`src/rtl/data_mem_arbiter_if.sv`:
```
// Requester and memory-side bundle for the two-port data memory arbiter.
// The slave modport is the arbiter; master is the requesters plus the memory.
interface data_mem_arbiter_if #(
  parameter int DW = 32
);
  logic          req0;
  logic          req1;
  logic          we0;
  logic          we1;
  logic [DW-1:0] addr0;
  logic [DW-1:0] addr1;
  logic [DW-1:0] wdata0;
  logic [DW-1:0] wdata1;
  logic          ack0;
  logic          ack1;
  logic          err;
  logic [DW-1:0] rdata;
  logic          busy;
  logic [DW-1:0] mem_address;
  logic [DW-1:0] mem_write_data;
  logic          mem_read;
  logic          mem_write;
  logic [DW-1:0] mem_read_value;

  modport slave (
    input  req0, req1, we0, we1,
    input  addr0, addr1, wdata0, wdata1,
    input  mem_read_value,
    output ack0, ack1, err, rdata, busy,
    output mem_address, mem_write_data,
    output mem_read, mem_write
  );

  modport master (
    output req0, req1, we0, we1,
    output addr0, addr1, wdata0, wdata1,
    output mem_read_value,
    input  ack0, ack1, err, rdata, busy,
    input  mem_address, mem_write_data,
    input  mem_read, mem_write
  );
endinterface

```
`src/rtl/data_mem_arbiter.sv`:
```
// Round-robin arbiter sharing one single-port data memory between two
// requesters; one access per IDLE/ACCESS/RESP pass, registered read data.
module data_mem_arbiter #(
  parameter int DEPTH = 4096,
  parameter int DW    = 32
) (
  input  logic               clk,
  input  logic               rst,
  data_mem_arbiter_if.slave  bus
);

  localparam logic [DW-1:0] DEPTH_W = DW'(DEPTH);

  typedef enum logic [1:0] {
    IDLE,
    ACCESS,
    RESP
  } state_e;

  state_e        state_q, state_d;
  logic          last_q, last_d;
  logic          id_q, id_d;
  logic          we_q, we_d;
  logic          oor_q, oor_d;
  logic [DW-1:0] addr_q, addr_d;
  logic [DW-1:0] wdata_q, wdata_d;
  logic [DW-1:0] rdata_q, rdata_d;
  logic          win;
  logic [DW-1:0] win_addr;

  always_ff @(posedge clk or posedge rst) begin
    if (rst) begin
      state_q <= IDLE;
      last_q  <= 1'b1;
      id_q    <= 1'b0;
      we_q    <= 1'b0;
      oor_q   <= 1'b0;
      addr_q  <= '0;
      wdata_q <= '0;
      rdata_q <= '0;
    end else begin
      state_q <= state_d;
      last_q  <= last_d;
      id_q    <= id_d;
      we_q    <= we_d;
      oor_q   <= oor_d;
      addr_q  <= addr_d;
      wdata_q <= wdata_d;
      rdata_q <= rdata_d;
    end
  end

  always_comb begin
    state_d  = state_q;
    last_d   = last_q;
    id_d     = id_q;
    we_d     = we_q;
    oor_d    = oor_q;
    addr_d   = addr_q;
    wdata_d  = wdata_q;
    rdata_d  = rdata_q;
    win      = 1'b0;
    win_addr = '0;
    unique case (state_q)
      IDLE: begin
        if (bus.req0 || bus.req1) begin
          // On contention the port not granted last time wins
          win      = (bus.req0 && bus.req1) ? ~last_q : bus.req1;
          win_addr = win ? bus.addr1 : bus.addr0;
          id_d     = win;
          last_d   = win;
          we_d     = win ? bus.we1 : bus.we0;
          wdata_d  = win ? bus.wdata1 : bus.wdata0;
          addr_d   = win_addr;
          oor_d    = win_addr >= DEPTH_W;
          state_d  = ACCESS;
        end
      end
      ACCESS: begin
        rdata_d = (we_q || oor_q) ? '0 : bus.mem_read_value;
        state_d = RESP;
      end
      RESP: begin
        state_d = IDLE;
      end
      default: begin
        state_d = IDLE;
      end
    endcase
  end

  // Strobes decode from state so an async reset kills them at once
  assign bus.mem_read       = (state_q == ACCESS) && !we_q && !oor_q;
  assign bus.mem_write      = (state_q == ACCESS) && we_q && !oor_q;
  assign bus.mem_address    = addr_q;
  assign bus.mem_write_data = wdata_q;
  assign bus.ack0           = (state_q == RESP) && !id_q;
  assign bus.ack1           = (state_q == RESP) && id_q;
  assign bus.err            = (state_q == RESP) && oor_q;
  assign bus.rdata          = rdata_q;
  assign bus.busy           = (state_q != IDLE);

endmodule

```
`src/flat_wrapper.sv`:
```
// flat-port wrapper written by rule: the top's interface ports become plain ports
module data_mem_arbiter_flat 
#(
  parameter int DEPTH = 4096,
  parameter int DW    = 32
)
  (clk, rst, bus_req0, bus_req1, bus_we0, bus_we1, bus_addr0, bus_addr1, bus_wdata0, bus_wdata1, bus_mem_read_value, bus_ack0, bus_ack1, bus_err, bus_rdata, bus_busy, bus_mem_address, bus_mem_write_data, bus_mem_read, bus_mem_write);
  data_mem_arbiter_if #(.DW(DW)) bus_i ();
  input  logic clk;
  input  logic rst;
  input wire logic [$bits(bus_i.req0)-1:0] bus_req0;
  input wire logic [$bits(bus_i.req1)-1:0] bus_req1;
  input wire logic [$bits(bus_i.we0)-1:0] bus_we0;
  input wire logic [$bits(bus_i.we1)-1:0] bus_we1;
  input wire logic [$bits(bus_i.addr0)-1:0] bus_addr0;
  input wire logic [$bits(bus_i.addr1)-1:0] bus_addr1;
  input wire logic [$bits(bus_i.wdata0)-1:0] bus_wdata0;
  input wire logic [$bits(bus_i.wdata1)-1:0] bus_wdata1;
  input wire logic [$bits(bus_i.mem_read_value)-1:0] bus_mem_read_value;
  output wire logic [$bits(bus_i.ack0)-1:0] bus_ack0;
  output wire logic [$bits(bus_i.ack1)-1:0] bus_ack1;
  output wire logic [$bits(bus_i.err)-1:0] bus_err;
  output wire logic [$bits(bus_i.rdata)-1:0] bus_rdata;
  output wire logic [$bits(bus_i.busy)-1:0] bus_busy;
  output wire logic [$bits(bus_i.mem_address)-1:0] bus_mem_address;
  output wire logic [$bits(bus_i.mem_write_data)-1:0] bus_mem_write_data;
  output wire logic [$bits(bus_i.mem_read)-1:0] bus_mem_read;
  output wire logic [$bits(bus_i.mem_write)-1:0] bus_mem_write;
  assign bus_i.req0 = bus_req0;
  assign bus_i.req1 = bus_req1;
  assign bus_i.we0 = bus_we0;
  assign bus_i.we1 = bus_we1;
  assign bus_i.addr0 = bus_addr0;
  assign bus_i.addr1 = bus_addr1;
  assign bus_i.wdata0 = bus_wdata0;
  assign bus_i.wdata1 = bus_wdata1;
  assign bus_i.mem_read_value = bus_mem_read_value;
  assign bus_ack0 = bus_i.ack0;
  assign bus_ack1 = bus_i.ack1;
  assign bus_err = bus_i.err;
  assign bus_rdata = bus_i.rdata;
  assign bus_busy = bus_i.busy;
  assign bus_mem_address = bus_i.mem_address;
  assign bus_mem_write_data = bus_i.mem_write_data;
  assign bus_mem_read = bus_i.mem_read;
  assign bus_mem_write = bus_i.mem_write;
  data_mem_arbiter #(.DEPTH(DEPTH), .DW(DW)) u_core (.clk(clk), .rst(rst), .bus(bus_i));
endmodule
```
`config.mk`:
```
export PLATFORM = sky130hd
export DESIGN_NAME = data_mem_arbiter_flat
export DESIGN_NICKNAME = d
export VERILOG_FILES = /design/src/rtl/data_mem_arbiter_if.sv /design/src/rtl/data_mem_arbiter.sv /design/src/flat_wrapper.sv
export SDC_FILE = /design/constraint.sdc
export NUM_CORES = 1
export LEC_CHECK = 0
export ABC_AREA = 1
export CAP_MARGIN = 20
export CORE_ASPECT_RATIO = 0.5
export CORE_MARGIN = 3
export CORE_UTILIZATION = 29
export CTS_CLUSTER_DIAMETER = 60
export CTS_CLUSTER_SIZE = 24
export DETAILED_ROUTE_END_ITERATION = 7
export HOLD_SLACK_MARGIN = 0.1
export PLACE_DENSITY = 0.78
export SYNTH_ARGS = -nofsm -noshare
export SYNTH_HDL_FRONTEND = slang
export SYNTH_SLANG_ARGS = --single-unit
```
`constraint.sdc`:
```
create_clock -name clk -period 3.1 [get_ports clk]
set_input_delay 0.62 -clock clk [delete_from_list [all_inputs] [get_ports clk]]
set_output_delay 0.62 -clock clk [all_outputs]
set_load 0.03 [all_outputs]
```
==> results.ini, run 1 <==
[cts]
ctsResizeCount = 0
clock_latency_ps = 340
cts_tree = done
clock_tree.root_cell = clkbuf_16
clk_pin_slew_ps = 70
clock_path_buffers = 2
h-tree-depth = 3
cts_hold_buf = 0
clock_sinks = 102
cts_setup_buffers = 0
cts_buffers = 9

[die]
design.core.area_sq_um = 14800
start_util = 0.304
die_area_sq_um = 17200
die_y_um = 94.2
rows = 31
ioPinCount = 268
die-width_um = 182

[routing]
firstDrtPassIters = 5
drt-initial-drc-count = 290
wire_per_inst_um = 17.1
drc = 0
vias = 4503
drtAntennaViolNets = 0
viasPerCell = 4.75
drt_wl_total_mm = 16.2

[synthesis]
syn_nets = 659
yosysSeqAreaShare = 0.566
postSynth.asyncResetShare = 1.00
synth_area_sq_um = 4510
avgSynthCellArea_sq_um = 9.14
yosysWarnings = 0
syn_inst = 493
synth-edff-count = 0
yosys_most_used_dff = dfrtp_1
yosysTopAreaCellShare = 0.561
ys_ff_latch = 102
synth_top_area_cell = dfrtp_1
synth_cell_type_count = 25
yosys-top-cells-area = dfrtp_1, nand2_1, o21ai_0, nor2_1, a22o_1

[final_layout]
layout-drive-gt1-share = 0.0467
seq_area_sq_um = 2550
fin_area_sq_um = 7570
multiInputGateArea_sq_um = 1690
num-fill-cells = 1328
nets = 911
area_growth_pct = 68.0
n_antenna_cell = 0
fin_cells = 948

[timing]
fin_crit_sh = 0.892
worst_slew_pin_slew_ps = 710
finalHoldViolations = 0
slew_headroom = 0.526
rsz0062_at_grt = false
fin_tns_setup_ps = 0
fmax_mhz = 361
post-route-min-period_ps = 2770
finalMaxSlewViolations = 0
fin_skew_ps = 6.88
fin_ws_ps = 333
finalSetupViolCount = 0

[global_route]
grt_use_total = 0.181
grt_pass1_vias = 4566
grt_pass1_wl_mm = 24.7
grt_max_degree = 66
antenna_found_initial = 0
grt_overflow_total = 0

[min_path]
hold_class = flop to flop
min_to = u_core.bus.mem_write_data[6]
hold_start = u_core.bus.mem_write_data[6]
holdPathStages = 2

[place]
post-dp-hpwl_mm = 12.2
gp_congestion = 0.821
placed_cells = 932
post_dp_cell_area_sq_um = 7290
place_ws_ps = 519
placement.io_buffers = 267

[critical_path]
r2r_start = u_core.last_q
critPathMaxFanout = 34
cp.required_ps = 2480
cp.arrival_ps = 2150
r2r_cells = 6
r2r_slack_ps = 1130
crit_path_start_kind = flop
end_kind = output pin
worstSetupPathType = flop to output pin
r2r-end = u_core.bus.mem_write_data[3]

[power]
p_leak_nw = 3.25
peakVddDrop_mv = 0.349
pwr_density_cell_nw_per_um2 = 844

[run]
cap_violations = 0

[outcome]
status = completed

worst max-delay path, cell delays in order (launching register included):
cell and delay (ps):
dfrtp_1 410, nor2_2 180, inv_2 260, nor3_4 220
clkdlybuf4s50_1 740
layout make-up:
| cell class | instances | share of cell area |
|---|---|---|
| clock buffer | 9 | 0.0297 |
| clock inverter | 7 | 0.00743 |
| inverter | 12 | 0.00644 |
| multi-input combinational | 344 | 0.223 |
| sequential | 102 | 0.337 |
| tap | 198 | 0.0327 |
| timing repair buffer | 276 | 0.363 |
cell usage in the layout, fill, tap and decap left out, types with 5 or more instances in the layout:
cell	instances
o21ai_1	5
a31oi_1	28
inv_1	9
nand2_1	109
dfrtp_1	101
a22o_1	32
o21ai_0	65
nand3_1	18
clkbuf_16	9
buf_4	8
nor2_1	76
clkdlybuf4s50_1	267
state kept, by name (all words and copies together), names as in the netlist:
signal and count:
u_core.bus.mem_address 32, u_core.we_q 1, u_core.state_q 2, u_core.id_q 1, u_core.oor_q 1, u_core.bus.rdata 32
u_core.bus.mem_write_data 32, u_core.last_q 1
layer usage:
metal | global-route usage | part of all wire | up-vias
li1 | - | - | 2168
met2 | 0.334 | 0.53 | 112
met5 | 0 | 0 | -
met1 | 0.219 | 0.42 | 2201
met3 | 0.0356 | 0.034 | 22
met4 | 0.0481 | 0.019 | 0
logic make-up (layout without fill, tap and decap cells):
| logic type | Yosys count | count (layout) | share of synthesized area |
|---|---|---|---|
| buffers and inverters | 47 | 304 | 0.0588 |
| flip-flops | 102 | 102 | 0.566 |
| AND/OR/NAND/NOR | 212 | 212 | 0.193 |
| AO/OA/AOI/OAI | 132 | 132 | 0.182 |
stage by stage:
stage | util | power [mW] | hold WS [ps]
after floorplan | - | 3.96 | 450
after global placement | 0.492 | 5.26 | 466
after detailed placement | 0.492 | 5.33 | 473
after CTS | 0.511 | 6.44 | 490
after global routing | 0.511 | 6.75 | 509
final | 0.511 | 6.39 | 486
how the worst max path moves through the flow:
stage	slack, ps	endpoint	from	cells past startpoint
6_report	330	bus_mem_read	u_core.state_q[1]	4
5_1_grt	170	bus_mem_write	u_core.state_q[1]	4
4_1_cts	260	bus_mem_read	u_core.state_q[1]	4
3_5_place_dp	520	u_core.bus.mem_write_data[3]	bus_req0	7
3_3_place_gp	600	u_core.oor_q	bus_req0	12
2_1_floorplan	1030	bus_mem_write	u_core.state_q[1]	4
where the power goes:
part	internal (mW)	total (mW)	switching [mW]
combinational	1.27	3.24	1.97
sequential	1.79	2.06	0.268
clock	0.557	1.09	0.532
total	3.62	6.39	2.77
cell usage after synthesis, types with 2 or more instances:
| library cell | number |
|---|---|
| nor2_1 | 76 |
| a31oi_1 | 28 |
| buf_2 | 18 |
| inv_1 | 10 |
| o21ai_0 | 65 |
| nand2_1 | 109 |
| buf_4 | 5 |
| o21ai_1 | 5 |
| nand3b_1 | 2 |
| a22o_1 | 32 |
| buf_6 | 6 |
| clkbuf_1 | 4 |
| inv_2 | 2 |
| nand3_1 | 18 |
| dfrtp_1 | 101 |
| nand2_4 | 2 |
| clkbuf_2 | 2 |
Note: power is estimated with default switching activity, not from simulation.
==> run 2, diff against run 1 <==
- SETUP_SLACK_MARGIN: not set -> 0.4
==> results.ini, run 2 (synthesis results as in run 1) <==
[critical_path]
cp_cell_sequence = nor2_2 > inv_2 > nor3_4 > dlygate4sd2_1
max_stage_delay_ps = 460  ; -280 ps
worstSetupPathType = flop to output pin
crit_buf_inv = 2  ; unchanged
end_kind = output pin
critPathTopFamily = buffers and inverters
cpMaxStageDelayCell = dlygate4sd2_1
crit_path_start_kind = flop
critPathMaxFanout = 34  ; unchanged
cp.required_ps = 2480  ; about the same
r2r_start = u_core.last_q
crit_start = u_core.state_q[1]
cp.arrival_ps = 1880  ; -270 ps

[die]
die_y_um = 94.2  ; unchanged
start_util = 0.304  ; unchanged
die_area_sq_um = 17200  ; unchanged
die-width_um = 182  ; unchanged
rows = 31  ; unchanged
ioPinCount = 268  ; unchanged
design.core.area_sq_um = 14800  ; unchanged

[final_layout]
n_antenna_cell = 0  ; unchanged
area_growth_pct = 67.9  ; about the same
layout_commonest_cell = clkdlybuf4s50_1
layout-drive-gt1-share = 0.0467  ; unchanged
nets = 911  ; unchanged
final_cell_mix = clkdlybuf4s50_1, nand2_1, dfrtp_1
fin_area_sq_um = 7570  ; about the same

[timing]
fin_ws_ps = 600  ; +267 ps
fin_tns_setup_ps = 0  ; unchanged
finalSetupViolCount = 0  ; unchanged
worst_slew_pin_slew_ps = 710  ; +0.264 ps
finalHoldViolations = 0  ; unchanged
finalMaxSlewViolations = 0  ; unchanged
slew_headroom = 0.526  ; about the same
whs_ps = 486  ; unchanged
fmax_mhz = 400  ; +11%
post-route-min-period_ps = 2500  ; -267 ps
fin_skew_ps = 6.06  ; -0.822 ps
fin_crit_sh = 0.806  ; -0.0861
rsz0062_at_grt = false

[power]
peakVddDrop_mv = 0.350  ; about the same
pwr_density_cell_nw_per_um2 = 844  ; about the same
power.total_mw = 6.39  ; about the same
p_leak_nw = 3.26  ; +0.30%

[global_route]
grt_pass1_vias = 4566  ; unchanged
grt_overflow_total = 0  ; unchanged
grt_use_total = 0.181  ; unchanged
grt_max_degree = 66  ; unchanged
antenna_found_initial = 0  ; unchanged
grt_pass1_wl_mm = 24.7  ; unchanged

[place]
post_dp_cell_area_sq_um = 7290  ; unchanged
gp_congestion = 0.821  ; unchanged
post-dp-hpwl_mm = 12.2  ; unchanged
place_ws_ps = 519  ; unchanged
placement.io_buffers = 267  ; unchanged

[routing]
vias = 4500  ; -0.067%
wire_per_inst_um = 17.1  ; about the same
drt-initial-drc-count = 290  ; unchanged
drt_wl_total_mm = 16.2  ; about the same
firstDrtPassIters = 4  ; -1
drtAntennaViolNets = 0  ; unchanged
viasPerCell = 4.75  ; about the same
drc = 0  ; unchanged

[outcome]
status = completed

[cts]
clock_path_buffers = 2  ; unchanged
clock_sinks = 102  ; unchanged
clock_tree.root_cell = clkbuf_16
ctsResizeCount = 2  ; +2
clock_latency_ps = 340  ; about the same
clk_pin_slew_ps = 80  ; about the same
cts_hold_buf = 0  ; unchanged
cts_buffers = 9  ; unchanged
cts_setup_buffers = 0  ; unchanged
h-tree-depth = 3  ; unchanged
cts_tree = done

[min_path]
hold_class = flop to flop
hold_start = u_core.bus.mem_write_data[6]

[run]
cap_violations = 0  ; unchanged

## run 2: cell types whose count changed in the layout (fill, tap and decap cells not counted), sizes merged
cell,previous run,this run
dlygate4sd2,0,2
clkdlybuf4s50,267,265
## run 2: routing by layer
layer | vias up | track usage | share of wire
met1 | 2206 | 0.219 | 0.42
met4 | 0 | 0.0481 | 0.019
li1 | 2168 | - | -
met2 | 104 | 0.334 | 0.53
met5 | - | 0 | 0
met3 | 22 | 0.0356 | 0.033
## run 2: through the flow
stage / util / instances
6_report: 0.511 / 948
4_1_cts: 0.511 / 948
2_1_floorplan: - / 493
5_1_grt: 0.511 / 948
3_3_place_gp: 0.492 / 932
3_5_place_dp: 0.492 / 932
## run 2: worst register-to-register path, stage by stage (launching register included)
cell,delay [ps]
dfstp_2,560
nand2_4,150
nand2_4,380
inv_1,160
buf_4,250
o21ai_0,230
o21ai_0,110
## run 2: worst paths after layout
check                                          endpoint  slack (ps)  cells after the start
setup reg to reg           u_core.bus.mem_write_data[3]        1130                      6
hold reg to reg            u_core.bus.mem_write_data[6]         490                      2
hold / removal             u_core.bus.mem_write_data[6]         490                      2
setup / recovery                           bus_mem_read         600                      4
max in group asynchronous    u_core.bus.mem_address[18]        1950                      3
min in group asynchronous          u_core.bus.rdata[19]         720                      3
## run 2: report_power, final
| group | total, mW | leakage [nW] | switching, mW | internal [mW] |
|---|---|---|---|---|
| sequential | 2.06 | 1.26 | 0.267 | 1.79 |
| clock | 1.09 | 0.137 | 0.533 | 0.557 |
| combinational | 3.24 | 1.85 | 1.97 | 1.27 |
| total | 6.39 | 3.26 | 2.77 | 3.62 |
## run 2: layout make-up
| type | instances | area [sq um] |
|---|---|---|
| clock inverters | 7 | 56.3 |
| flip-flops and latches | 102 | 2550 |
| fillers | 1329 | 7250 |
| inverters | 12 | 48.8 |
| multi-input cells | 344 | 1690 |
| repair buffers | 276 | 2750 |
| well taps | 198 | 248 |
| clock buffers | 9 | 225 |
==> run 3, diff against run 2 <==
- clock period: 3.1 -> 2.2 ns (I/O delays scaled with it)
==> results.ini, run 3 (synthesis results as in run 1) <==
[outcome]
status = completed

[cts]
cts_tree = done
clock_path_buffers = 2  ; unchanged
cts_buffers = 9  ; unchanged
clk_pin_slew_ps = 70  ; about the same
h-tree-depth = 3  ; unchanged
clock_tree.root_cell = clkbuf_16
clock_sinks = 102  ; unchanged
clock_latency_ps = 340  ; about the same

[routing]
viasPerCell = 4.76  ; +0.25%
firstDrtPassIters = 5  ; +1
drc = 0  ; unchanged
drt-initial-drc-count = 288  ; -0.69%
drt_wl_total_mm = 16.5  ; +1.7%
wire_per_inst_um = 17.1  ; +0.20%
drtAntennaViolNets = 0  ; unchanged
vias = 4578  ; +1.7%

[final_layout]
layout-drive-gt1-share = 0.0759  ; +0.0292
area_growth_pct = 70.0
layout_commonest_cell = clkdlybuf4s50_1
nets = 925  ; +1.5%
n_antenna_cell = 0  ; unchanged
final_cell_mix = clkdlybuf4s50_1, nand2_1, dfrtp_1

[timing]
finalHoldViolations = 0  ; unchanged
post-route-min-period_ps = 1840
rsz0062_at_grt = true
slew_headroom = 0.721  ; +0.195
fin_tns_setup_ps = 0  ; unchanged
finalMaxSlewViolations = 0  ; unchanged
fin_crit_sh = 0.837
worst_slew_pin_slew_ps = 418  ; -292 ps
fin_ws_ps = 358  ; -243 ps
fin_skew_ps = 11.0  ; +4.95 ps
finalSetupViolCount = 0  ; unchanged
fmax_mhz = 543

[global_route]
antenna_found_initial = 0  ; unchanged
grt_max_degree = 46  ; -30%
grt_use_total = 0.185  ; +0.00359
grt_pass1_vias = 4706  ; +3.1%
grt_overflow_total = 0  ; unchanged
grt_pass1_wl_mm = 25.4  ; +2.9%

[die]
die_area_sq_um = 17200  ; unchanged
design.core.area_sq_um = 14800  ; unchanged
ioPinCount = 268  ; unchanged
start_util = 0.304  ; unchanged
die-width_um = 182  ; unchanged
die_y_um = 94.2  ; unchanged
rows = 31  ; unchanged

[critical_path]
critPathMaxFanout = 3  ; -91%
end_kind = output pin
cp_cell_sequence = nor2_4 > inv_2 > buf_12 > nor3_4 > buf_6
worstSetupPathType = flop to output pin
critPathTopFamily = flip-flops
max_stage_delay_ps = 430  ; -30 ps
cp.arrival_ps = 1400  ; -480 ps
r2r_slack_ps = 580  ; -550 ps
crit_path_start_kind = flop
cpMaxStageDelayCell = dfrtp_1
cp.required_ps = 1760  ; -720 ps
crit_buf_inv = 3  ; +1

[place]
post-dp-hpwl_mm = 12.5  ; +1.9%
gp_congestion = 0.845  ; +3.0%
placement.io_buffers = 267  ; unchanged
place_ws_ps = 45.9  ; -473 ps

[power]
p_leak_nw = 3.65  ; +12%
pwr_density_cell_nw_per_um2 = 1160  ; +37%
peakVddDrop_mv = 0.474  ; +36%

[min_path]
hold_class = input port to async pin

[run]
cap_violations = 0  ; unchanged

run 3: changes by cell type in the layout (fill, tap and decap cells not counted), sizes merged:
cell and delta:
dlygate4sd2 +93, buf +18, clkinv -1, clkinvlp -1, bufbuf +1, inv +1, dlymetal6s2s +3, clkbuf +1
clkdlybuf4s50 -102, clkdlybuf4s15 +1
run 3: power breakdown:
part	total, mW	switching (mW)	leakage, nW	internal [mW]
combinational	4.41	2.84	2.23	1.58
sequential	2.87	0.345	1.26	2.53
clock	1.61	0.771	0.149	0.835
run 3: final cells by class:
type                    instances  area (sq um)
well taps                     198           248
flip-flops and latches        102          2550
multi-input cells             344          1710
fillers                      1394          7150
clock buffers                  10           239
clock inverters                 6          60.1
inverters                      12          51.3
repair buffers                290          2800
run 3: path summary, 6_finish.rpt:
kind,startpoint,endpoint,depth (start not counted)
max,u_core.state_q[1],bus_mem_read,5
min,rst,u_core.bus.mem_write_data[30],2
max reg2reg,u_core.last_q,u_core.oor_q,10
min reg2reg,u_core.bus.mem_write_data[0],u_core.bus.mem_write_data[0],2
max in group asynchronous,rst,u_core.last_q,3
min in group clk,u_core.bus.mem_write_data[0],u_core.bus.mem_write_data[0],2
run 3: routing by layer:
| layer | global-route usage | vias up | routed length [um] |
|---|---|---|---|
| li1 | - | 2198 | - |
| met4 | 0.0475 | 0 | 333 |
| met3 | 0.0340 | 24 | 648 |
| met1 | 0.233 | 2240 | 6780 |
| met5 | 0 | - | 0 |
| met2 | 0.330 | 116 | 8690 |
run 3: timing repair:
item,CTS,global route
cloned,1,0
endpoints found under the hold margin,0,0
setup endpoints to repair,101,43
resized for setup,119,15
pin swaps,2,1
setup buffers,2,0
hold buffers,0,0
run 3: through the flow:
stage | power [mW] | instances | cell area [sq um] | util | hold WS (ps)
final | 8.89 | 962 | 7660 | 0.517 | 411
after global routing | 9.42 | 962 | 7660 | 0.517 | 431
after CTS | 8.97 | 962 | 7650 | 0.516 | 406
after detailed placement | 7.64 | 943 | 7400 | 0.500 | 470
after global placement | 7.55 | 943 | 7400 | 0.500 | 467
after floorplan | 5.59 | 493 | 4520 | - | 450
